[config.mk]
export PLATFORM = sky130hd
export DESIGN_NAME = branch_unit_flat
export DESIGN_NICKNAME = d
export VERILOG_FILES = /design/src/rtl/core_pkg.sv /design/src/rtl/branch_unit_if.sv /design/src/rtl/branch_unit_condition.sv /design/src/rtl/branch_unit.sv /design/src/flat_wrapper.sv
export SDC_FILE = /design/constraint.sdc
export NUM_CORES = 1
export LEC_CHECK = 0
export ABC_AREA = 1
export BUFFER_PORTS_ARGS = -buffer_cell sky130_fd_sc_hd__buf_2
export CAP_MARGIN = 10
export CORE_ASPECT_RATIO = 1.25
export CORE_MARGIN = 4
export CORE_UTILIZATION = 56
export DETAILED_ROUTE_END_ITERATION = 10
export GPL_TIMING_DRIVEN = 0
export PLACE_DENSITY = 0.92
export SYNTH_ARGS = -nofsm -noshare
export SYNTH_HDL_FRONTEND = slang
export SYNTH_SLANG_ARGS = --single-unit
[constraint.sdc]
create_clock -name clk -period 2.92 [get_ports clk]
set_clock_uncertainty 0.15 [all_clocks]
set_input_delay 0.584 -clock clk [delete_from_list [all_inputs] [get_ports clk]]
set_output_delay 0.584 -clock clk [all_outputs]
set_load 0.1 [all_outputs]
[src/rtl/core_pkg.sv]
// Shared core definitions: branch funct3 encodings, resolver FSM states and
// the instruction alignment used for sequential PC advance.
package core_pkg;

    localparam logic [2:0] F3_BEQ  = 3'b000;
    localparam logic [2:0] F3_BNE  = 3'b001;
    localparam logic [2:0] F3_BLT  = 3'b100;
    localparam logic [2:0] F3_BGE  = 3'b101;
    localparam logic [2:0] F3_BLTU = 3'b110;
    localparam logic [2:0] F3_BGEU = 3'b111;

    typedef enum logic {
        RUN,
        FLUSH
    } state_t;

    localparam int INSTR_ALIGN = 4;

endpackage

[src/rtl/branch_unit_if.sv]
// Execute-stage <-> branch resolver bundle: ALU flags and operands in, fetch
// PC and pipeline-control pulses out. The slave side is the branch unit.
interface branch_unit_if #(
    parameter int WORDSIZE = 64
);

    logic                pc_enable;
    logic                branch_valid;
    logic                is_jal;
    logic                is_jalr;
    logic [2:0]          funct3;
    logic [WORDSIZE-1:0] ex_pc;
    logic [WORDSIZE-1:0] immediate;
    logic [WORDSIZE-1:0] alu_result;
    logic                flag_equal;
    logic                flag_not_equal;
    logic                flag_greater;
    logic                flag_less;
    logic                flag_u_equal;
    logic                flag_u_greater;
    logic                flag_u_less;

    logic [WORDSIZE-1:0] pc;
    logic [WORDSIZE-1:0] link_value;
    logic                redirect;
    logic                flush;
    logic                misaligned;

    modport master (
        output pc_enable, branch_valid, is_jal, is_jalr, funct3,
               ex_pc, immediate, alu_result,
               flag_equal, flag_not_equal, flag_greater, flag_less,
               flag_u_equal, flag_u_greater, flag_u_less,
        input  pc, link_value, redirect, flush, misaligned
    );

    modport slave (
        input  pc_enable, branch_valid, is_jal, is_jalr, funct3,
               ex_pc, immediate, alu_result,
               flag_equal, flag_not_equal, flag_greater, flag_less,
               flag_u_equal, flag_u_greater, flag_u_less,
        output pc, link_value, redirect, flush, misaligned
    );

endinterface

[src/rtl/branch_unit_condition.sv]
// Maps a branch funct3 and the ALU comparison flags to a taken/not-taken
// condition. Purely combinational; reserved encodings are never taken.
module branch_condition
    import core_pkg::*;
(
    input  logic [2:0] funct3_i,
    input  logic       flag_equal_i,
    input  logic       flag_not_equal_i,
    input  logic       flag_greater_i,
    input  logic       flag_less_i,
    input  logic       flag_u_equal_i,
    input  logic       flag_u_greater_i,
    input  logic       flag_u_less_i,
    output logic       condition_o
);

    // NOTE: default first so every path assigns condition_o and no latch is inferred.
    always_comb begin
        condition_o = 1'b0;
        case (funct3_i)
            F3_BEQ:  condition_o = flag_equal_i;
            F3_BNE:  condition_o = flag_not_equal_i;
            F3_BLT:  condition_o = flag_less_i;
            F3_BGE:  condition_o = flag_greater_i | flag_equal_i;
            F3_BLTU: condition_o = flag_u_less_i;
            F3_BGEU: condition_o = flag_u_greater_i | flag_u_equal_i;
            default: condition_o = 1'b0;
        endcase
    end

endmodule

[src/rtl/branch_unit.sv]
// Execute-stage control-transfer resolver: owns the fetch PC, decides redirects
// for branches/JAL/JALR and holds a counted flush after every redirect.
module branch_unit
    import core_pkg::*;
#(
    parameter int                  WORDSIZE     = 64,
    parameter logic [WORDSIZE-1:0] RESET_PC     = '0,
    parameter logic [WORDSIZE-1:0] TRAP_PC      = WORDSIZE'(64'h100),
    parameter int                  FLUSH_CYCLES = 2
) (
    input  logic          clk,
    input  logic          reset,
    branch_unit_if.slave  bus
);

    localparam logic [2:0]          FLUSH_LAST = 3'(FLUSH_CYCLES - 1);
    localparam logic [WORDSIZE-1:0] PC_STEP    = WORDSIZE'(INSTR_ALIGN);

    state_t              state_q;
    logic [2:0]          cnt_q;
    logic [WORDSIZE-1:0] pc_q;
    logic                redirect_q;
    logic                flush_q;
    logic                misaligned_q;

    logic                condition;
    logic                take_d;
    logic [WORDSIZE-1:0] target_d;
    logic                target_misaligned_d;

    branch_condition u_condition (
        .funct3_i         (bus.funct3),
        .flag_equal_i     (bus.flag_equal),
        .flag_not_equal_i (bus.flag_not_equal),
        .flag_greater_i   (bus.flag_greater),
        .flag_less_i      (bus.flag_less),
        .flag_u_equal_i   (bus.flag_u_equal),
        .flag_u_greater_i (bus.flag_u_greater),
        .flag_u_less_i    (bus.flag_u_less),
        .condition_o      (condition)
    );

    // JALR wins over JAL, which wins over a conditional branch.
    assign take_d = bus.pc_enable && (state_q == RUN) &&
                    (bus.is_jalr || bus.is_jal || (bus.branch_valid && condition));
    assign target_d = bus.is_jalr ? (bus.alu_result & ~WORDSIZE'(1))
                                  : (bus.ex_pc + bus.immediate);
    assign target_misaligned_d = (target_d[1:0] != 2'b00);

    // NOTE: sequential state uses non-blocking assignments so every register sees pre-edge values.
    always_ff @(posedge clk or posedge reset) begin
        if (reset) begin
            state_q      <= RUN;
            cnt_q        <= '0;
            pc_q         <= RESET_PC;
            redirect_q   <= 1'b0;
            flush_q      <= 1'b0;
            misaligned_q <= 1'b0;
        end else begin
            redirect_q   <= 1'b0;
            misaligned_q <= 1'b0;
            if (bus.pc_enable) begin
                case (state_q)
                    RUN: begin
                        if (take_d) begin
                            pc_q         <= target_misaligned_d ? TRAP_PC : target_d;
                            redirect_q   <= 1'b1;
                            misaligned_q <= target_misaligned_d;
                            flush_q      <= 1'b1;
                            cnt_q        <= FLUSH_LAST;
                            state_q      <= FLUSH;
                        end else begin
                            pc_q <= pc_q + PC_STEP;
                        end
                    end
                    FLUSH: begin
                        pc_q <= pc_q + PC_STEP;
                        if (cnt_q == 3'd0) begin
                            flush_q <= 1'b0;
                            state_q <= RUN;
                        end else begin
                            cnt_q <= cnt_q - 3'd1;
                        end
                    end
                    default: state_q <= RUN;
                endcase
            end
        end
    end

    assign bus.pc         = pc_q;
    assign bus.link_value = bus.ex_pc + PC_STEP;
    assign bus.redirect   = redirect_q;
    assign bus.flush      = flush_q;
    assign bus.misaligned = misaligned_q;

endmodule

[src/flat_wrapper.sv]
// flat-port wrapper written by rule: the top's interface ports become plain ports
module branch_unit_flat import core_pkg::*;
#(
    parameter int                  WORDSIZE     = 64,
    parameter logic [WORDSIZE-1:0] RESET_PC     = '0,
    parameter logic [WORDSIZE-1:0] TRAP_PC      = WORDSIZE'(64'h100),
    parameter int                  FLUSH_CYCLES = 2
)
  (clk, reset, bus_pc_enable, bus_branch_valid, bus_is_jal, bus_is_jalr, bus_funct3, bus_ex_pc, bus_immediate, bus_alu_result, bus_flag_equal, bus_flag_not_equal, bus_flag_greater, bus_flag_less, bus_flag_u_equal, bus_flag_u_greater, bus_flag_u_less, bus_pc, bus_link_value, bus_redirect, bus_flush, bus_misaligned);
  branch_unit_if #(.WORDSIZE(WORDSIZE)) bus_i ();
  input  logic clk;
  input  logic reset;
  input wire logic [$bits(bus_i.pc_enable)-1:0] bus_pc_enable;
  input wire logic [$bits(bus_i.branch_valid)-1:0] bus_branch_valid;
  input wire logic [$bits(bus_i.is_jal)-1:0] bus_is_jal;
  input wire logic [$bits(bus_i.is_jalr)-1:0] bus_is_jalr;
  input wire logic [$bits(bus_i.funct3)-1:0] bus_funct3;
  input wire logic [$bits(bus_i.ex_pc)-1:0] bus_ex_pc;
  input wire logic [$bits(bus_i.immediate)-1:0] bus_immediate;
  input wire logic [$bits(bus_i.alu_result)-1:0] bus_alu_result;
  input wire logic [$bits(bus_i.flag_equal)-1:0] bus_flag_equal;
  input wire logic [$bits(bus_i.flag_not_equal)-1:0] bus_flag_not_equal;
  input wire logic [$bits(bus_i.flag_greater)-1:0] bus_flag_greater;
  input wire logic [$bits(bus_i.flag_less)-1:0] bus_flag_less;
  input wire logic [$bits(bus_i.flag_u_equal)-1:0] bus_flag_u_equal;
  input wire logic [$bits(bus_i.flag_u_greater)-1:0] bus_flag_u_greater;
  input wire logic [$bits(bus_i.flag_u_less)-1:0] bus_flag_u_less;
  output wire logic [$bits(bus_i.pc)-1:0] bus_pc;
  output wire logic [$bits(bus_i.link_value)-1:0] bus_link_value;
  output wire logic [$bits(bus_i.redirect)-1:0] bus_redirect;
  output wire logic [$bits(bus_i.flush)-1:0] bus_flush;
  output wire logic [$bits(bus_i.misaligned)-1:0] bus_misaligned;
  assign bus_i.pc_enable = bus_pc_enable;
  assign bus_i.branch_valid = bus_branch_valid;
  assign bus_i.is_jal = bus_is_jal;
  assign bus_i.is_jalr = bus_is_jalr;
  assign bus_i.funct3 = bus_funct3;
  assign bus_i.ex_pc = bus_ex_pc;
  assign bus_i.immediate = bus_immediate;
  assign bus_i.alu_result = bus_alu_result;
  assign bus_i.flag_equal = bus_flag_equal;
  assign bus_i.flag_not_equal = bus_flag_not_equal;
  assign bus_i.flag_greater = bus_flag_greater;
  assign bus_i.flag_less = bus_flag_less;
  assign bus_i.flag_u_equal = bus_flag_u_equal;
  assign bus_i.flag_u_greater = bus_flag_u_greater;
  assign bus_i.flag_u_less = bus_flag_u_less;
  assign bus_pc = bus_i.pc;
  assign bus_link_value = bus_i.link_value;
  assign bus_redirect = bus_i.redirect;
  assign bus_flush = bus_i.flush;
  assign bus_misaligned = bus_i.misaligned;
  branch_unit #(.WORDSIZE(WORDSIZE), .RESET_PC(RESET_PC), .TRAP_PC(TRAP_PC), .FLUSH_CYCLES(FLUSH_CYCLES)) u_core (.clk(clk), .reset(reset), .bus(bus_i));
endmodule
==> results of run 1 <==
-- metal layers --
metal / overflow / GRT usage, %
met1: 0 / 73.0
met2: 4 / 89.2
met5: 0 / 26.1
met3: 0 / 60.5
met4: 4 / 74.7
-- synthesized netlist by cell type (all sizes together) (5+ instances only) --
cell and n:
a21oi 112, and3 7, buf 15, clkbuf 25, dfrtp 71, ha 67
inv 412, nand2 792, nand3 151, nand3b 10, nand4 56, nor2 376
nor3 78, nor4 13, o211ai 8, o21ai 72, o21bai 13, o22ai 5
or2 7, xnor2 36, xor2 95
-- metrics by stage --
step / hold slack (ns) / setup slack, ns / utilization, % / cells
2_1_floorplan: 0.371 / -0.458 / - / 2440
3_3_place_gp: 0.330 / -1.05 / 70.2 / 3064
3_5_place_dp: 0.335 / -1.09 / 70.4 / 3065
4_1_cts: 0.344 / -0.330 / 77.0 / 3131
-- what timing repair did --
action	CTS
buffers inserted	50
hold buffers	1
pin swaps	48
endpoints found under the setup margin	43
endpoints found under the hold margin	7
gates resized for setup	228
-- cell families after synthesis --
family | after synthesis | synth area share, %
and+or+nand+nor | 1494 | 48.8
AOI/OAI and AO/OA | 223 | 9.20
DFF | 71 | 13.5
adders and majority gates | 68 | 6.54
xor gates and xnor gates | 131 | 8.75
buffers and inverters | 453 | 13.1
==> results.cfg, run 1 <==
[synthesis]
yosysWarnings = 0
synth_cell_types = 52
synth_top_cell_by_area = nand2_1
syn-cell-area_um2 = 13100
syn_area_per_cell_um2 = 5.38
ys_seq_elements = 71
syn_inst = 2440
synth_flop_cell = dfrtp_1
seq_area_frac_synth_pct = 13.5
ys_top_cells_by_area = nand2_1 23%, dfrtp_1 14%, inv_1 12%, nor2_1 10%, ha_1 6.4%
ys_async_sr_fraction_pct = 100
synth_top_area_share_pct = 22.5
synth_fp_nets = 2716
synth-edff-count = 0

[global_routing]
grt_max_degree = 65
track_usage_pct = 74.0
grt-ovfl-total = 8

[floorplanning]
start_util_pct = 56.9
io_pins = 339
die_h_um = 179
fp-row-count = 62
die_w_um = 145

[outcome]
error_line = [ERROR GRT-0232] Routing congestion too high. Check the congestion heatmap in the GUI.
stop_stage = 5_1_grt
outcome = did not finish

[clock_tree]
clock_path_buffers = 2
cts_sinks = 71
cts-root-buf = clkbuf_16
cts_made_buffers = 9
htreeDepth = 3

[place]
hpwl_mm = 48.7
globalplace.congestion = 1.11
placed_area_um2 = 16200
port_buffers = 336

[timing]
worstEpCategory = top-level output
grt-worst-endpoint = bus_link_value[62]
==> inputs of run 2 (changes only) <==
--- a/config.mk
+++ b/config.mk
@@ -8,12 +8,11 @@
 export ABC_AREA = 1
 export BUFFER_PORTS_ARGS = -buffer_cell sky130_fd_sc_hd__buf_2
 export CAP_MARGIN = 10
-export CORE_ASPECT_RATIO = 1.25
 export CORE_MARGIN = 4
-export CORE_UTILIZATION = 56
+export CORE_UTILIZATION = 40
 export DETAILED_ROUTE_END_ITERATION = 10
 export GPL_TIMING_DRIVEN = 0
-export PLACE_DENSITY = 0.92
+export PLACE_DENSITY_LB_ADDON = 0.15
 export SYNTH_ARGS = -nofsm -noshare
 export SYNTH_HDL_FRONTEND = slang
 export SYNTH_SLANG_ARGS = --single-unit
==> run 2 against run 1 <==
Against the previous run:
- the flow now finishes, with violations (negative setup slack)
- synthesized cell count is the same
- area after synthesis is the same
==> results.cfg, run 2 <==
[min_path]
hp-class = in -> async

[timing]
drv_slew = 0
period_minus_slack_ns = 3.23
grt_setup_unrepaired = true
setup_viol_count_final = 31
fin_crit_sh_pct = 110
worstMarginPinSlew_ns = 1.14
relSlewSlack_pct = 23.3
fmaxAchievable_mhz = 310
finalSetupTns_ns = -4.82
final-hold-violation-count = 0
setup_slack_ns = -0.306

[clock_tree]
cts_tree = built
clock_path_buffers = 2
cts_made_buffers = 9
cts_sinks = 71
cts-root-buf = clkbuf_16
clk_latency_ns = 0.35
cts_hold_repair.buffers = 0
htreeDepth = 3
clkTransAtPathRegs_ns = 0.07

[cells_and_area]
final_cell_area_um2 = 18500
final_common_cell = nand2_1
finish.utilization_pct = 56.9
drive_above_1_share_pct = 22.2
layout_common_cells = 765 x nand2_1, 392 x inv_1, 343 x nor2_1
fillerInstances = 3358
area_growth_pct = 40.7
largest_reg_flops = 64
finalNetCount = 3137
num_antenna_cells = 0

[power]
peakVddDrop_mv = 0.541
cellLeakagePower_nw = 9.71
powerDensity_nw_per_um2 = 536
power.total_w = 0.00989

[synthesis]
seq_area_frac_synth_pct = 13.5
ys_async_sr_fraction_pct = 100
syn_inst = 2440
synth.most_common_cell = nand2_1
syn-cell-area_um2 = 13100
synth_commonest_cells = 787 x nand2_1, 406 x inv_1, 358 x nor2_1
synth-edff-count = 0
synth_cell_types = 52
synth_fp_nets = 2716
synth_top_cell_by_area = nand2_1
syn_area_per_cell_um2 = 5.38
synth_flop_cell = dfrtp_1
ys_seq_elements = 71
yosysWarnings = 0
synth_top_area_share_pct = 22.5
ys_top_cells_by_area = nand2_1 23%, dfrtp_1 14%, inv_1 12%, nor2_1 10%, ha_1 6.4%

[route]
firstDrtPassIters = 6
ant_nets = 0
wl_per_cell_um = 19.5
vias = 17355
drcViolationCount = 0
vias_per_cell = 5.25
drt_iter0_drc = 1266
finalWirelength_mm = 64.6

[place]
placed_area_um2 = 16400
port_buffers = 336
globalplace.congestion = 1.00
hpwl_mm = 54.0

[global_routing]
antenna_found_initial = 1
grt_pass1_wl_mm = 96.7
grt_max_degree = 50
track_usage_pct = 34.7
grt-ovfl-total = 0
grt_pass1_vias = 17057

[floorplanning]
start_util_pct = 40.4
die_h_um = 189
die_area_um2 = 35800
io_pins = 339
die_w_um = 189
core_area_um2 = 32500
fp-row-count = 66

[outcome]
violations = negative setup slack
outcome = finished with violations

[setup_path]
cpLargestDelayFamily = simple AND/OR/NAND/NOR gates
critPathMaxFanout = 4
r2r_slack_ns = 0.09
r2r_start = u_core.bus.pc[2]$_DFFE_PP0P_
cp-end-kind = output port
required_ns = 2.19
crit_path_max_incr_delay_ns = 0.23
cpMostUsedCell = nor2_4
slowest_stage = xnor2_4
path_buf_inv = 4
r2r_end = u_core.bus.pc[49]$_DFFE_PP0P_
crit_arrival_ns = 2.49
critPathKind = in -> out
reg2regPathDepth = 13
cp_cell_sequence = buf_8, buf_12, ha_4, inv_4, nor2_4, nand2_4, nor2_8, nand3_4, nor2_4, nand3_4, nor2_4, nand4_1, xnor2_4, buf_12
start_kind = input pin

[flow_run]
maxCapViolations = 0
## run 2: area by class of cell
cell class	count	area (µm²)	share of cell area, %
Multi-Input combinational cell	1916	11100	59.9
Clock inverter	6	70.1	0.380
Tap cell	442	553	3.00
Inverter	413	1570	8.50
Sequential cell	71	1780	9.63
Buffer	39	164	0.888
Clock buffer	10	229	1.24
Timing Repair Buffer	411	3040	16.5
## run 2: how the worst max path moves through the flow
stage	startpoint	end	depth (start not counted)
final	bus_ex_pc[3]	bus_link_value[62]	14
after global placement	bus_ex_pc[21]	bus_link_value[62]	10
after detailed placement	bus_ex_pc[36]	bus_link_value[57]	8
after global routing	bus_ex_pc[3]	bus_link_value[62]	14
after CTS	bus_ex_pc[3]	bus_link_value[62]	14
after floorplan	bus_ex_pc[2]	bus_link_value[62]	11
## run 2: what timing repair did
action	4_1_cts	5_1_grt
pin swaps	44	46
gates resized for setup	221	112
endpoints found under the setup margin	49	88
setup buffers	51	27
## run 2: where the power goes
part | leakage [nW] | internal [W] | switching (W)
logic | 8.70 | 0.00148 | 0.00522
clock network | 0.135 | 0.000668 | 0.000505
registers | 0.874 | 0.00134 | 0.000683
total | 9.71 | 0.00349 | 0.00640
## run 2: layer usage
layer | wire [µm] | part of all wire, % | track usage, %
met1 | 25900 | 40 | 43.2
met2 | 30700 | 47 | 60.0
met3 | 4300 | 6.6 | 3.56
met4 | 3750 | 5.8 | 17.4
met5 | 0 | 0 | 0
## run 2: worst reg2reg max path, delay by kind of cell, from the launching register on
kind / cells / cell delay [ns]
simple gates: 12 / 2.04
buf+inv: 1 / 0.05
flops: 1 / 0.48
## run 2: stage by stage
stage | hold WS [ns] | std cells | worst slack [ns]
2_1_floorplan | 0.371 | 2440 | -0.458
3_3_place_gp | 0.329 | 3218 | -1.04
3_5_place_dp | 0.331 | 3219 | -1.01
4_1_cts | 0.0647 | 3285 | -0.344
5_1_grt | 0.0919 | 3308 | -0.388
6_report | 0.0545 | 3308 | -0.306
## run 2: logic make-up after synthesis
kind of cell | Yosys count | share of synthesized area [%]
buffers and inverters | 453 | 13.1
XOR/XNOR | 131 | 8.75
AND/OR/NAND/NOR | 1494 | 48.8
adder cells (fa/ha/maj) | 68 | 6.54
flip-flops | 71 | 13.5
AO/OA/AOI/OAI | 223 | 9.20
Note: power is estimated with default switching activity, not from simulation.
